`src/rtl/serial_magnitude_comparator.sv`:
```
// rtl/serial_magnitude_comparator.sv - bit-serial unsigned magnitude comparator
// Scans captured operands MSB first, one bit pair per clock, and reports lesser/greater/equal.
module serial_magnitude_comparator #(
  parameter int WIDTH      = 8,
  parameter bit EARLY_EXIT = 1'b1
) (
  input  logic             clk,
  input  logic             rst_n,
  input  logic             start,
  input  logic [WIDTH-1:0] a,
  input  logic [WIDTH-1:0] b,
  output logic             busy,
  output logic             done,
  output logic             lesser,
  output logic             greater,
  output logic             equal
);

  localparam int IW = (WIDTH > 1) ? $clog2(WIDTH) : 1;

  typedef enum logic {
    IDLE    = 1'b0,
    COMPARE = 1'b1
  } state_t;

  state_t           state_q, state_d;
  logic [WIDTH-1:0] a_q, a_d;
  logic [WIDTH-1:0] b_q, b_d;
  logic [IW-1:0]    idx_q, idx_d;
  logic             found_q, found_d;
  logic             gt_q, gt_d;
  logic             done_q, done_d;
  logic             lesser_q, lesser_d;
  logic             greater_q, greater_d;
  logic             equal_q, equal_d;

  logic bit_a;
  logic bit_b;
  logic bit_diff;
  logic last_bit;
  logic rel_found;
  logic rel_gt;

  assign bit_a    = a_q[idx_q];
  assign bit_b    = b_q[idx_q];
  assign bit_diff = bit_a ^ bit_b;
  assign last_bit = (idx_q == '0);

  // Only the most significant difference decides; later differences are ignored.
  assign rel_found = found_q | bit_diff;
  assign rel_gt    = found_q ? gt_q : bit_a;

  always_ff @(posedge clk or negedge rst_n) begin
    if (!rst_n) begin
      state_q   <= IDLE;
      a_q       <= '0;
      b_q       <= '0;
      idx_q     <= '0;
      found_q   <= 1'b0;
      gt_q      <= 1'b0;
      done_q    <= 1'b0;
      lesser_q  <= 1'b0;
      greater_q <= 1'b0;
      equal_q   <= 1'b0;
    end else begin
      state_q   <= state_d;
      a_q       <= a_d;
      b_q       <= b_d;
      idx_q     <= idx_d;
      found_q   <= found_d;
      gt_q      <= gt_d;
      done_q    <= done_d;
      lesser_q  <= lesser_d;
      greater_q <= greater_d;
      equal_q   <= equal_d;
    end
  end

  always_comb begin
    state_d   = state_q;
    a_d       = a_q;
    b_d       = b_q;
    idx_d     = idx_q;
    found_d   = found_q;
    gt_d      = gt_q;
    done_d    = 1'b0;
    lesser_d  = lesser_q;
    greater_d = greater_q;
    equal_d   = equal_q;

    case (state_q)
      IDLE: begin
        if (start) begin
          a_d       = a;
          b_d       = b;
          idx_d     = IW'(WIDTH - 1);
          found_d   = 1'b0;
          gt_d      = 1'b0;
          lesser_d  = 1'b0;
          greater_d = 1'b0;
          equal_d   = 1'b0;
          state_d   = COMPARE;
        end
      end

      COMPARE: begin
        idx_d = idx_q - 1'b1;
        if (bit_diff && !found_q) begin
          found_d = 1'b1;
          gt_d    = bit_a;
        end
        if ((EARLY_EXIT && bit_diff) || last_bit) begin
          done_d    = 1'b1;
          greater_d = rel_found & rel_gt;
          lesser_d  = rel_found & ~rel_gt;
          equal_d   = ~rel_found;
          state_d   = IDLE;
        end
      end

      default: state_d = IDLE;
    endcase
  end

  assign busy    = (state_q == COMPARE);
  assign done    = done_q;
  assign lesser  = lesser_q;
  assign greater = greater_q;
  assign equal   = equal_q;

endmodule
```
`config.mk`:
```
export PLATFORM = sky130hd
export DESIGN_NAME = serial_magnitude_comparator
export DESIGN_NICKNAME = d
export VERILOG_FILES = /design/src/rtl/serial_magnitude_comparator.sv
export SDC_FILE = /design/constraint.sdc
export NUM_CORES = 1
export LEC_CHECK = 0
export BUFFER_PORTS_ARGS = -buffer_cell sky130_fd_sc_hd__buf_2
export CORE_UTILIZATION = 45
export DETAILED_ROUTE_END_ITERATION = 12
export GPL_TIMING_DRIVEN = 0
export PLACE_DENSITY_LB_ADDON = 0.1
export SETUP_SLACK_MARGIN = 0.02
export SKIP_LAST_GASP = 1
export SYNTH_ARGS = -nofsm -noshare
export SYNTH_HDL_FRONTEND = slang
export SYNTH_SLANG_ARGS = --single-unit
```
`constraint.sdc`:
```
create_clock -name clk -period 2.4 [get_ports clk]
set_clock_uncertainty 0.05 [all_clocks]
set_input_delay 0.12 -clock clk [delete_from_list [all_inputs] [get_ports clk]]
set_output_delay 0.12 -clock clk [all_outputs]
set_load 0.005 [all_outputs]
```
==> impl_metrics.yaml <==
setup_path:
  crit_type: "register to register"
  r2r-start: "idx_q[2]$_DFFE_PN0P_"
  cp.buffers_inverters: 1
  reg2reg_slack_ns: 0.25
  cp.arrival_ns: 2.34
  r2r_cells: 6
  path_cells: "clkbuf_1 -> mux4_2 -> mux2i_4 -> xor2_2 -> o22ai_1 -> a32o_1"
  cp-end-kind: "register"
  required_ns: 2.59
  cpLargestDelayFamily: "multiplexers"
  start_kind: "register"
  r2r_end: "greater$_DFFE_PN0P_"
  cpPeakStageDelay_ns: 0.41
  cpMaxStageDelayCell: "mux4_2"
  crit_fanout: 8
final_layout:
  fill_cells: 229
  nets: 191
  seq_area_sq_um: 651
  area_growth_pct: 29.9
  postLayoutCellArea_sq_mm: 0.00161
  stdcell_count: 199
  final_util_pct: 63.3
  antenna_cells: 0
  multi_input_area_sq_um: 544
  drive_above_1_share_pct: 20.7
logic_synthesis:
  synth_top_area_share_pct: 52.5
  synthSimpleGateAreaFrac_pct: 20.8
  ys_ff_latch: 26
  syn_area_sq_mm: 0.00124
  yosys_warnings: 0
  synthCells: 126
  synth_top_family_by_area: "simple AND/OR/NAND/NOR gates"
  synth_area_leaders: "dfrtp_1 52%, nand2_1 16%, mux4_2 7.3%, mux2i_4 3.6%, a21oi_1 2.4%"
  synth_compound_area_share_pct: 8.17
  synth_xor_area_share_pct: 2.02
  ys_types: 23
  syn_nets: 147
  yosysSeqAreaShare_pct: 52.5
  synthAdderAreaFrac_pct: 2.02
  synth_area_per_cell_sq_um: 9.84
  yosysTopAreaCell: "dfrtp_1"
  synthMuxAreaShare_pct: 10.9
global_route:
  grt-ovfl-total: 0
  antenna_found_initial: 0
  grt_pass1_wl_um: 4170
  grt_max_degree: 27
  grt_pass1_vias: 938
  grt_usage_pct: 20.4
outcome:
  status: "complete, no violations"
hold_path:
  holdPathEnd: "equal$_DFFE_PN0P_"
  hold_depth: 4
  min_from: "start"
  hold_path_class: "primary input to register"
placement:
  gp_congestion: 0.715
  post-place-ws_ns: 0.244
  portBuffers: 22
  post_dp_cell_area_sq_mm: 0.00139
  dp.cells: 178
  hpwl_um: 1700
clocking:
  clk_latency_ns: 0.33
  cts_tree: "done"
  cts_setup_buffers: 0
  post_cts_resized: 0
  cts_inserted_buffers: 3
  clk_pin_slew_ns: 0.15
  cts-root-buf: "clkbuf_4"
  clock-sinks: 26
  htreeDepth: 1
  ctsLongestPathBuffers: 2
detailed_routing:
  drt-vias-per-instance: 4.83
  routed_wl_um: 2410
  drc: 0
  drt-wirelength-per-cell_um: 12.1
  first_pass_iters: 4
  first_iter_violations: 14
  vias: 961
  final_antenna_net_count: 0
timing:
  max_slew.worst_pin.slew_ns: 0.566
  drv_slew: 0
  rsz0062_at_grt: "no"
  hold_viol: 0
  relSlewSlack_pct: 62.3
  setup_tns_ns: 0
  period_share_pct: 89.6
  period_minus_slack_ns: 2.15
  finalSetupViolCount: 0
  timing.final.ws_setup_ns: 0.249
  holdWs_ns: 0.164
  fmax_ghz: 0.465
power_and_ir_drop:
  power_mw: 2.06
  p_leak_nw: 0.808
  vdd_drop_max_mv: 0.856
  power_density_mw_per_mm2: 1280
flow_run:
  drv_cap: 0
floorplan:
  dieWidth_um: 54.5
  start_util_pct: 48.7
  core.rowCount: 18
  ios: 24
  die-area_sq_mm: 0.00297
  core_area_sq_mm: 0.00254
  die_h_um: 54.5
==> cell usage after synthesis <==
master      n
xnor2_1     1
nor3_1      3
mux4_2      4
ha_1        2
inv_1       2
nor2_1      6
a2bb2oi_1   1
clkbuf_1    6
a21oi_1     6
nand2_1    52
a21o_1      2
o22ai_1     1
o31ai_1     1
mux2i_4     2
nand2b_1    2
a32o_1      2
o21ai_1     1
buf_6       1
xor2_2      1
a22o_1      1
dfrtp_1    26
inv_2       1
nor2b_1     2
==> per-layer routing <==
layer	share of wire (%)	track usage, %	vias up
met5	0	0	-
met4	2.0	10.3	0
met3	1.9	2.50	5
met2	49	34.1	18
met1	47	25.9	440
li1	-	-	498
==> logic make-up (layout without fill, tap and decap cells) <==
kind of cell               count (synthesis)  in the layout
and+or+nand+nor                           65             65
adders and majority gates                  2              2
xor gates and xnor gates                   2              2
AOI/OAI and AO/OA                         15             15
buffers and inverters                     10             53
muxes                                      6              6
DFF                                       26             26
==> area by class of cell <==
| type | count | area share [%] |
|---|---|---|
| multi-input combinational | 90 | 33.8 |
| buffer | 7 | 2.10 |
| clock buffer | 3 | 1.40 |
| sequential | 26 | 40.4 |
| tap | 30 | 2.33 |
| clock inverter | 1 | 1.86 |
| timing repair buffer | 39 | 17.4 |
| inverter | 3 | 0.699 |
==> flip-flops by register name, indices dropped and copies added, names as in the netlist <==
name     count
found_q      1
lesser       1
greater      1
gt_q         1
idx_q        3
done         1
a_q          8
equal        1
b_q          8
busy         1
==> worst min-delay path, stage by stage <==
cell      delay [ns]
clkbuf_1        0.16
nor2_1          0.13
nand2_1         0.06
o31ai_1         0.05
==> placed cells by master, fill, tap and decap left out, types with 2 or more instances in the layout <==
cell type	netlist	layout
nand2_1	52	52
dfrtp_1	26	26
buf_2	0	22
dlygate4sd3_1	0	17
clkbuf_1	6	6
nor2_1	6	6
a21oi_1	6	6
mux4_2	4	4
nor3_1	3	3
clkbuf_4	0	3
inv_1	2	2
mux2i_4	2	2
nand2b_1	2	2
nor2b_1	2	2
a21o_1	2	2
a32o_1	2	2
ha_1	2	2
==> worst max-delay path by stage <==
stage / startpoint / end / cells after the start
2_1_floorplan: idx_q[0]$_DFFE_PN0P_ / greater$_DFFE_PN0P_ / 6
3_3_place_gp: idx_q[2]$_DFFE_PN0P_ / greater$_DFFE_PN0P_ / 6
3_5_place_dp: idx_q[2]$_DFFE_PN0P_ / greater$_DFFE_PN0P_ / 6
4_1_cts: idx_q[2]$_DFFE_PN0P_ / greater$_DFFE_PN0P_ / 6
5_1_grt: idx_q[2]$_DFFE_PN0P_ / lesser$_DFFE_PN0P_ / 6
6_report: idx_q[2]$_DFFE_PN0P_ / greater$_DFFE_PN0P_ / 6
==> power by group <==
group | total, mW | switching [mW] | internal, mW | leakage, nW
logic | 1.01 | 0.521 | 0.485 | 0.461
registers | 0.747 | 0.115 | 0.633 | 0.319
clock network | 0.303 | 0.134 | 0.169 | 0.0279
==> what timing repair did <==
item                                    4_1_cts  5_1_grt
endpoints found under the setup margin        0        0
endpoints found under the hold margin        42        0
hold buffers                                 17        0
Note: power is estimated with default switching activity, not from simulation.
